[src/rtl/pipeline_pkg.sv]
// ============================================================================
// pipeline_pkg : shared register-index sizing and shadow-slot record
// Rev 1.0      : initial release
// ============================================================================
`default_nettype none

package pipeline_pkg;

    localparam int NREGS     = 16;
    localparam int REG_IDX_W = $clog2(NREGS);

    typedef struct packed {
        logic                 valid;
        logic                 wb_en;
        logic                 mem_read;
        logic [REG_IDX_W-1:0] dest;
    } slot_t;

    localparam slot_t BUBBLE = '0;

endpackage

`default_nettype wire

[src/rtl/reg_busy_counter.sv]
// ============================================================================
// reg_busy_counter : 2-bit pending-write counter for one register (0..2)
// Rev 1.0          : initial release
// ============================================================================
`default_nettype none

module reg_busy_counter (
    input  logic       clk,
    input  logic       rst,
    input  logic       inc,
    input  logic       dec,
    output logic [1:0] busy
);

    logic [1:0] busy_q;
    logic [1:0] busy_d;

    // Simultaneous inc and dec cancel; otherwise clamp to the legal 0..2 range.
    always_comb begin
        busy_d = busy_q;
        if (inc && !dec && busy_q != 2'd2) begin
            busy_d = busy_q + 2'd1;
        end else if (dec && !inc && busy_q != 2'd0) begin
            busy_d = busy_q - 2'd1;
        end
    end

    always_ff @(posedge clk) begin
        if (!rst) begin
            busy_q <= 2'd0;
        end else begin
            busy_q <= busy_d;
        end
    end

    assign busy = busy_q;

    a_no_overflow : assert property (@(posedge clk) disable iff (!rst)
        !(inc && !dec && busy_q == 2'd2));

    a_no_underflow : assert property (@(posedge clk) disable iff (!rst)
        !(dec && !inc && busy_q == 2'd0));

endmodule

`default_nettype wire

[src/rtl/reg_scoreboard.sv]
// ============================================================================
// reg_scoreboard : EXE/MEM destination tracking, per-register busy counts and
//                  ID-stage stall generation (forwarding / non-forwarding)
// Rev 1.0        : initial release
// ============================================================================
`default_nettype none

module reg_scoreboard
    import pipeline_pkg::*;
#(
    parameter int NREGS = 16,
    parameter int CNT_W = 16
) (
    input  logic                 clk,
    input  logic                 rst,
    input  logic                 issue_valid,
    input  logic                 issue_wb_en,
    input  logic                 issue_mem_read,
    input  logic [REG_IDX_W-1:0] issue_dest,
    input  logic [REG_IDX_W-1:0] src1,
    input  logic [REG_IDX_W-1:0] src2,
    input  logic                 two_src,
    input  logic                 forward_en,
    input  logic                 freeze,
    input  logic                 flush,
    output logic                 hazard,
    output logic [REG_IDX_W-1:0] exe_dest,
    output logic [REG_IDX_W-1:0] mem_dest,
    output logic                 exe_wb_en,
    output logic                 mem_wb_en,
    output logic                 exe_mem_read,
    output logic [NREGS-1:0]     busy_mask,
    output logic [CNT_W-1:0]     stall_count
);

    slot_t            exe_q;
    slot_t            exe_d;
    slot_t            mem_q;
    logic [CNT_W-1:0] stall_q;
    logic [CNT_W-1:0] stall_d;

    logic             w_haz_nofwd;
    logic             w_haz_fwd;
    logic             w_accept;
    logic [NREGS-1:0] w_inc;
    logic [NREGS-1:0] w_dec;
    logic [1:0]       w_busy [NREGS];

    assign w_haz_nofwd = busy_mask[src1] | (two_src & busy_mask[src2]);

    // With forwarding only a load still in EXE cannot supply its result in time.
    assign w_haz_fwd   = exe_q.valid & exe_q.mem_read & exe_q.wb_en &
                         ((src1 == exe_q.dest) | (two_src & (src2 == exe_q.dest)));

    assign hazard   = issue_valid & (forward_en ? w_haz_fwd : w_haz_nofwd);
    assign w_accept = issue_valid & ~hazard & ~flush;

    always_comb begin
        exe_d = BUBBLE;
        if (w_accept) begin
            exe_d.valid    = 1'b1;
            exe_d.wb_en    = issue_wb_en;
            exe_d.mem_read = issue_mem_read;
            exe_d.dest     = issue_dest;
        end
    end

    always_comb begin
        stall_d = stall_q;
        if (hazard && stall_q != {CNT_W{1'b1}}) begin
            stall_d = stall_q + CNT_W'(1);
        end
    end

    always_ff @(posedge clk) begin
        if (!rst) begin
            exe_q   <= BUBBLE;
            mem_q   <= BUBBLE;
            stall_q <= '0;
        end else if (!freeze) begin
            exe_q   <= exe_d;
            mem_q   <= exe_q;
            stall_q <= stall_d;
        end
    end

    for (genvar i = 0; i < NREGS; i++) begin : g_busy
        localparam logic [REG_IDX_W-1:0] c_IDX = REG_IDX_W'(i);

        assign w_inc[i] = ~freeze & w_accept & issue_wb_en & (issue_dest == c_IDX);
        assign w_dec[i] = ~freeze & mem_q.valid & mem_q.wb_en & (mem_q.dest == c_IDX);

        reg_busy_counter u_cnt (
            .clk  (clk),
            .rst  (rst),
            .inc  (w_inc[i]),
            .dec  (w_dec[i]),
            .busy (w_busy[i])
        );

        assign busy_mask[i] = (w_busy[i] != 2'd0);
    end

    assign exe_dest     = exe_q.dest;
    assign mem_dest     = mem_q.dest;
    assign exe_wb_en    = exe_q.valid & exe_q.wb_en;
    assign mem_wb_en    = mem_q.valid & mem_q.wb_en;
    assign exe_mem_read = exe_q.mem_read;
    assign stall_count  = stall_q;

endmodule

`default_nettype wire

[config.mk]
export PLATFORM = sky130hd
export DESIGN_NAME = reg_scoreboard
export DESIGN_NICKNAME = d
export VERILOG_FILES = /design/src/rtl/pipeline_pkg.sv /design/src/rtl/reg_busy_counter.sv /design/src/rtl/reg_scoreboard.sv
export SDC_FILE = /design/constraint.sdc
export NUM_CORES = 1
export LEC_CHECK = 0
export CAP_MARGIN = 20
export CORE_UTILIZATION = 55
export CTS_CLUSTER_DIAMETER = 30
export DETAILED_ROUTE_END_ITERATION = 8
export PLACE_DENSITY = 0.89
export SLEW_MARGIN = 20
export SYNTH_ARGS = -nofsm -noshare
export SYNTH_HDL_FRONTEND = slang
export SYNTH_SLANG_ARGS = --single-unit
[constraint.sdc]
create_clock -name clk -period 7.8 [get_ports clk]
set_clock_uncertainty 0.15 [all_clocks]
set_input_delay 0.78 -clock clk [delete_from_list [all_inputs] [get_ports clk]]
set_output_delay 0.78 -clock clk [all_outputs]
set_load 0.1 [all_outputs]
==> metrics.csv <==
metric;value;unit
vias;3916;
fin_cells;651;
fin_crit_sh;0.683;
min_path_type;reg2reg;
drt.antenna.violating_nets;0;
clk_pin_slew;0.07;ns
fin_ws;2.47;ns
antenna_found_initial;0;
leakage;1.68;nW
holdPathStages;2;
setup_viol;0;
grt_overflow;0;
worst-r2r-cell-count;9;
cts_setup_buffers;0;
synthArstFlopShare;0;
worst_setup_path_end_kind;primary output;
drv_cap;0;
hpwl;7510;µm
core_region_area;0.00679;mm²
design_area;0.00472;mm²
syn_area;0.00389;mm²
grt_max_degree;56;
ys_types;56;
cts_resized;0;
ir_drop;95.6;µV
tightest_slew;1.00;ns
ctsLongestPathBuffers;2;
die_width;86.1;µm
dp_cells;635;
cts_tree;yes;
powerDensity;141;mW/mm²
startpoint;src1[1];
cpPeakStageDelay;1.12;ns
cts.sinks;61;
nets;572;
whs_endpoint;exe_q[5];
r2r_slack;4.53;ns
fin_setup_tns;0;ns
cts_root_buf;clkbuf_8;
syn_area_per_cell;7.76;µm²
cts_max_level;3;
drive_gt1_frac;0.0937;
slew_headroom;0.330;
rows;30;
fin_crit;5.33;ns
crit_family;buffers and inverters;
dr.pass1.iters;5;
worstPathCellList;clkdlybuf4s50_1 > mux4_2 > nor2b_1 > a211oi_1 > o31a_1 > buf_4 > and2_1 > clkdlybuf4s50_1;
grt_usage;0.285;
final_max_slew_viol_count;0;
cts_buffers;9;
run_status;complete, no violations;
vias_per_cell;6.02;
path_buf_inv;3;
routed_wl;10200;µm
gp_congestion;0.951;
synth_cells;501;
area_growth;21.3;%
slowest_stage;clkdlybuf4s50_1;
synth-edff-count;0;
cp.arrival;4.40;ns
cp_max_fo;40;
pre_cts_ws;2.49;ns
die_h;86.1;µm
synth_fp_nets;523;
grt_pass1_wl;16500;µm
drtIter0Drc;332;
grt_setup_unrepaired;false;
initial_core_util;0.572;
crit_path_start_kind;input port;
drc;0;
hold_buffers;0;
insertion_delay;0.35;ns
hold_viol;0;
fmax;188;MHz
p_total;665;µW
yosysWarnings;0;
synthFlopType;dfxtp_1;
wl_per_cell;15.7;µm
r2r_end;g_busy[2].u_cnt.busy[0];
ys_ff_latch;61;
timing.rr.start;g_busy[13].u_cnt.busy[1];
crit_required;6.87;ns
io_pins;65;
place_area;0.00452;mm²
grt_pass1_vias;3663;
path_class;in2out;
die_area;0.00741;mm²
port_buffers;64;
ys_seq_area_frac;0.314;
hp-start;exe_q[5];
n_antenna_cell;0;
cp_common_cell;clkdlybuf4s50_1;
-- power breakdown --
group / internal, mW / leakage (nW) / total, mW / switching [mW]
registers: 0.313 / 0.492 / 0.315 / 0.00227
logic: 0.0227 / 1.09 / 0.0661 / 0.0434
clock network: 0.149 / 0.104 / 0.284 / 0.135
-- per-stage QoR --
stage           util  hold WS (ns)
2_1_floorplan      -         0.303
3_3_place_gp   0.665         0.314
3_5_place_dp   0.665         0.321
4_1_cts        0.694         0.336
5_1_grt        0.694         0.360
6_report       0.694         0.337
-- routing by layer --
layer / part of all wire / wire, µm / vias up / GRT usage
met5: 0 / 0 / - / 0
li1: - / - / 1892 / -
met3: 0.056 / 571 / 35 / 0.0577
met2: 0.48 / 4920 / 150 / 0.466
met1: 0.43 / 4360 / 1839 / 0.339
met4: 0.036 / 365 / 0 / 0.186
-- synthesized netlist by cell type (all sizes together) (2+ instances only) --
master	n	area, µm²
nor2	53	199
nor4	9	62.6
clkbuf	12	45.0
nor2b	6	37.5
o31ai	8	65.1
buf	15	92.6
xor2	9	78.8
and2	4	25.0
a21o	2	15.0
and4	2	17.5
a211oi	18	155
inv	34	128
mux2	15	169
nor3	28	140
or2	5	31.3
or3	11	68.8
nand2b	11	68.8
dfxtp	61	1220
nand2	52	195
nor3b	2	15.0
xnor2	4	35.0
mux2i	20	200
o211ai	2	15.0
mux4	5	113
nand3b	2	15.0
and3	7	43.8
o211a	2	20.0
o21a	2	15.0
o21ai	19	95.1
nand3	9	45.0
o21bai	2	15.0
a21oi	42	210
nand4	8	50.1
or4	6	60.1
a31o	2	17.5
-- cells in the final DEF (no fill, tap or decap), drive strengths merged, types with 11 or more instances in the layout --
| master | Yosys | routed |
|---|---|---|
| mux2 | 15 | 15 |
| nand2b | 11 | 11 |
| nand2 | 52 | 52 |
| or3 | 11 | 11 |
| dfxtp | 61 | 61 |
| a21oi | 42 | 42 |
| a211oi | 18 | 18 |
| nor2 | 53 | 53 |
| o21ai | 19 | 19 |
| nor3 | 28 | 28 |
| mux2i | 20 | 20 |
| clkdlybuf4s50 | 0 | 64 |
| inv | 34 | 35 |
-- cells by family (layout without fill, tap and decap cells) --
group / Yosys count / in the layout / share of synthesized area
AO/OA/AOI/OAI: 108 / 108 / 0.180
XOR/XNOR: 13 / 13 / 0.0293
adder cells (fa/ha/maj): 1 / 1 / 0.00322
buffers and inverters: 61 / 115 / 0.0682
flip-flops: 61 / 61 / 0.314
multiplexers: 40 / 40 / 0.124
AND/OR/NAND/NOR: 217 / 217 / 0.281
-- how the worst max path moves through the flow --
stage | endpoint | slack, ns | depth (start not counted)
after floorplan | hazard | 3.67 | 8
after global placement | hazard | 2.55 | 8
after detailed placement | hazard | 2.49 | 8
after CTS | hazard | 2.49 | 8
after global routing | hazard | 2.31 | 8
final | hazard | 2.47 | 8
-- area by class of cell --
type                    instances  area [µm²]
clock buffers                   9         124
multi-input cells             379        2400
clock inverters                 7        75.1
flip-flops and latches         61        1220
well taps                      96         120
repair buffers                 65         648
fillers                       568        2080
inverters                      34         128
-- state kept, by name, indices dropped and copies added (netlist names) --
name	flops
g_busy.u_cnt.busy	32
stall_count	16
exe_dest	4
mem_dest	4
exe_q	2
mem_q	2
exe_mem_read	1
-- worst min-delay path, stage by stage (launching register included) --
cell	delay, ns
dfxtp_1	0.32
nand2_1	0.06
a21oi_1	0.06
(Power assumes the default switching activity.)
==> RTL edit 1: new RTL, same settings <==
`NREGS` is set to 16 in 2 places; all go to 32.
--- a/src/rtl/pipeline_pkg.sv
+++ b/src/rtl/pipeline_pkg.sv
@@ -8,3 +8,3 @@
 
-    localparam int NREGS     = 16;
+    localparam int NREGS     = 32;
     localparam int REG_IDX_W = $clog2(NREGS);
--- a/src/rtl/reg_scoreboard.sv
+++ b/src/rtl/reg_scoreboard.sv
@@ -10,3 +10,3 @@
 #(
-    parameter int NREGS = 16,
+    parameter int NREGS = 32,
     parameter int CNT_W = 16
Interface: changed (6 resized); port bits go from 65 to 86. The function was not compared with the original's and may differ.
==> RTL edit 1 against the original RTL <==
Cell area up 94%. Total power up 67%. Clock power up 73%. Highest routed layer unchanged. Routed wire length up 140%. Worst setup slack worse by 0.040 ns. Synthesized area up 110%. Non-clock buffer count up 29. Sequential cell count up 34.
==> RTL edit 1: results (changes against the original RTL) <==
stage,metric,value,unit,change
placement,Final HPWL DP,16.7,mm,+120%
sta,worst hold slack,0.340,ns,+0.00296 ns
route,Total Wirelength,24.7,mm,+140%
critical_path,worst flop-to-flop path endpoint,g_busy[6].u_cnt.busy[0]$_SDFFE_PN0P_,,
worst_hold_path,start point of the worst min-delay path,stall_count[9]$_SDFFE_PN0P_,,
synth,ranking of synthesized cells by area,"sky130_fd_sc_hd__dfxtp_1 24%, sky130_fd_sc_hd__nand3_1 9.5%, sky130_fd_sc_hd__nand2_1 6.5%, sky130_fd_sc_hd__nor2_1 5.1%, sky130_fd_sc_hd__mux4_2 4.2%",,
synth,number of different library cells in the post-synthesis netlist,55,,-1.8%
route,iteration count of the initial detailed-routing pass,6,,+1
global_routing,first-pass GRT wire length,38.7,mm,+130%
critical_path,timing startpoint of the critical path,src1[0],,
placement,Cell Count Post-Placement,1289,,+100%
cells_and_area,total number of nets in the final design,1145,,+100%
route,initial drt markers,1207,,+260%
sta,transition time at the pin with the least slew margin,1.07,ns,+0.0646 ns
global_routing,overall track demand over capacity in global routing,32.5,%,+4.0 points
critical_path,Worst Reg2Reg Path Length in Cells,10,,+1
power,leakage power,3.32,nW,+98%
critical_path,crit-path max FO,12,,-70%
global_routing,number of global-route vias before repair,7650,,+110%
synth,top cell types by occurrence after synthesis,"154 x sky130_fd_sc_hd__nand3_1, 141 x sky130_fd_sc_hd__nand2_1, 111 x sky130_fd_sc_hd__nor2_1, 95 x sky130_fd_sc_hd__dfxtp_1, 55 x sky130_fd_sc_hd__clkbuf_1",,
run_status,outcome,finished clean,,
cells_and_area,number of flip-flops under the largest register name,64,,+100%
cells_and_area,share of final-layout standard cells stronger than drive strength 1,6.49,%,-2.9 points
critical_path,beginning of the worst register-to-register path,g_busy[9].u_cnt.busy[0]$_SDFFE_PN0P_,,
synth,mean instance size in the synthesized netlist,7.30,sq um,-5.9%
route,average wire per standard cell,18.9,um,+21%
critical_path,delay contributed by the slowest stage of the critical path,1.17,ns,+0.05 ns
critical_path,Arrival @ worst endpoint,4.44,ns,+0.04 ns
cells_and_area,Fillers,1231,,+120%
## RTL edit 1: cell count changes after synthesis, sizes merged, moves of 19 or more
cell / delta
nor2: +58
nand4: +36
nand2: +89
buf: +23
dfxtp: +34
nor3b: +27
a21oi: -33
a32o: +25
and3: +19
nand3: +145
clkbuf: +43
a41oi: +28
o211ai: +29
a31o: +21
## RTL edit 1: per-layer routing
metal / track usage (%) / share of wire [%]
met1: 42.8 / 41
met4: 17.8 / 4.4
met5: 0 / 0
met2: 50.2 / 45
met3: 5.95 / 9.9
## RTL edit 1: kinds of logic (layout without fill, tap and decap cells)
family	Yosys count	after routing	synth area share, %
buf+inv	143	159	7.56
simple gates	609	609	38.7
flops	95	95	23.5
fa+ha+maj	1	1	0.155
mux	50	50	8.54
xor+xnor	10	10	1.08
compound gates	200	200	20.5
## RTL edit 1: report_power, final
group          total, mW  leakage [nW]  switching (mW)  internal (mW)
clock              0.491         0.155           0.203          0.287
combinational      0.131          2.40          0.0966         0.0347
sequential         0.490         0.765         0.00327          0.487
total               1.11          3.32           0.303          0.809
## RTL edit 1: per-stage QoR
stage | instance area [sq um] | total power, mW | worst slack (ns)
after floorplan | 8090 | 0.596 | 2.86
after global placement | 8820 | 0.627 | 2.48
after detailed placement | 8820 | 0.628 | 2.45
after CTS | 9130 | 1.11 | 2.43
after global routing | 9130 | 1.14 | 2.32
final | 9130 | 1.11 | 2.43
## RTL edit 1: cell type report
type | count | share of cell area [%]
multi-input cells | 870 | 61.2
flip-flops and latches | 95 | 20.8
repair buffers | 94 | 10.0
clock buffers | 11 | 2.66
well taps | 180 | 2.47
inverters | 50 | 2.05
clock inverters | 4 | 0.767
==> RTL edit 2: new RTL, same flow settings <==
Made on the original files. Register the output `stall_count` once more, cleared by the reset; this adds one clock of latency there. The other outputs are not delayed to match.
--- a/src/rtl/reg_scoreboard.sv
+++ b/src/rtl/reg_scoreboard.sv
@@ -108,3 +108,9 @@
     assign exe_mem_read = exe_q.mem_read;
-    assign stall_count  = stall_q;
+    always_ff @(posedge clk) begin
+        if (!rst) begin
+            stall_count <= '0;
+        end else begin
+            stall_count <= stall_q;
+        end
+    end
 
Function: changed (a bounded check fails within 4 cycles, from zero or initial values and one cycle with rst low).
==> RTL edit 2 against the original RTL <==
Sequential share of layout area is 4.3 points higher. Cell area up 8.4%. Sequential power increased by 26%. Worst setup slack improved by 0.050 ns. Total power up 10%. Die area is 10% higher. Synthesized cell count rose by 6.2%. Combinational power is 3.9% higher. Synthesized area up 11%. Routed wire length grew 8.3%. Fmax is 0.95% higher. Sequential cell count up 16. Largest cell class unchanged.
==> RTL edit 2: results (changes against the original RTL) <==
stage,metric,value,unit,change
run_status,outcome,finished clean,,
worst_hold_path,start point of the worst min-delay path,exe_q[6]$_SDFFE_PN0N_,,
placement,area of placed instances,4950,sq um,+9.5%
route,sum of met2 wire segment lengths after detailed routing,5.21,mm,+5.8%
global_routing,overall track demand over capacity in global routing,27.6,%,-0.84 points
cells_and_area,Fillers,612,,+7.7%
power,total clock network power,0.268,mW,-6%
synth,area share of xor/xnor cells in the synthesized design,3.86,%,+0.94 points
route,initial drt markers,380,,+14%
cells_and_area,number of combinational gates with multiple inputs,389,,+2.6%
synth,mean instance size in the synthesized netlist,8.10,sq um,+4.3%
cells_and_area,total number of nets in the final design,602,,+5.2%
critical_path,Arrival @ worst endpoint,4.35,ns,-0.05 ns
power,leakage power,1.99,nW,+18%
power,switching share of power,26.5,%,-0.66 points
synth,net count after synthesis,554,,+5.9%
route,total vias in the final route,4106,,+4.9%
critical_path,timing startpoint of the critical path,src1[0],,
cells_and_area,"Non-clock buffers, area share",13.0,%,-0.77 points
synth,mux contribution to synthesized area,10.3,%,-2.0 points
global_routing,pin count of the biggest net entering global routing,40,,-29%
placement,setup slack at placement,2.53,ns,+0.0351 ns
placement,Cell Count Post-Placement,668,,+5.2%
cells_and_area,clock buffer count in the final layout,11,,+2
synth,ranking of synthesized cells by area,"sky130_fd_sc_hd__dfxtp_1 36%, sky130_fd_sc_hd__nor2_1 5.3%, sky130_fd_sc_hd__mux2_2 4.7%, sky130_fd_sc_hd__nand2_1 4.4%, sky130_fd_sc_hd__and2_1 3.5%",,
critical_path,flop2flop setup slack,4.29,ns,-0.24 ns
placement,final RePlAce weighted congestion,0.958,,+0.80%
synth,number of different library cells in the post-synthesis netlist,53,,-5.4%
synth,Adder-Cell Fraction of Synth Area,0.291,%,-0.031 points
power,worst supply voltage drop on vdd,0.0915,mV,-4.2%
route,met3 wire length,681,um,+19%
cells_and_area,fraction of area in multi-input gates,48.6,%,-2.3 points
cells_and_area,sequential cell count of the final layout,77,,+26%
cells_and_area,cell area after layout,5110,sq um,+8.4%
sta,transition time at the pin with the least slew margin,0.989,ns,-0.0144 ns
placement,Final HPWL DP,8.24,mm,+9.8%
power,relative contribution of sequential cells to total power,54.1,%,+6.7 points
-- RTL edit 2: path summary, 6_finish.rpt --
kind                                                             end  cells after the start
worst min register to register                 exe_q[6]$_SDFFE_PN0N_                      2
worst max register to register  g_busy[4].u_cnt.busy[0]$_SDFFE_PN0P_                      9
worst min-delay path                           exe_q[6]$_SDFFE_PN0N_                      2
worst max-delay path                                          hazard                      8
-- RTL edit 2: per-stage QoR --
| stage | hold slack, ns | power (mW) |
|---|---|---|
| after floorplan | 0.303 | 0.449 |
| after detailed placement | 0.327 | 0.474 |
| after global routing | 0.374 | 0.755 |
| final | 0.343 | 0.734 |
| after global placement | 0.316 | 0.472 |
| after CTS | 0.339 | 0.735 |
-- RTL edit 2: layer usage --
layer  GRT usage [%]  vias up
li1                -     1975
met1            34.2     1926
met2            45.6      176
met3            5.47       29
met4            13.8        0
met5               0        -
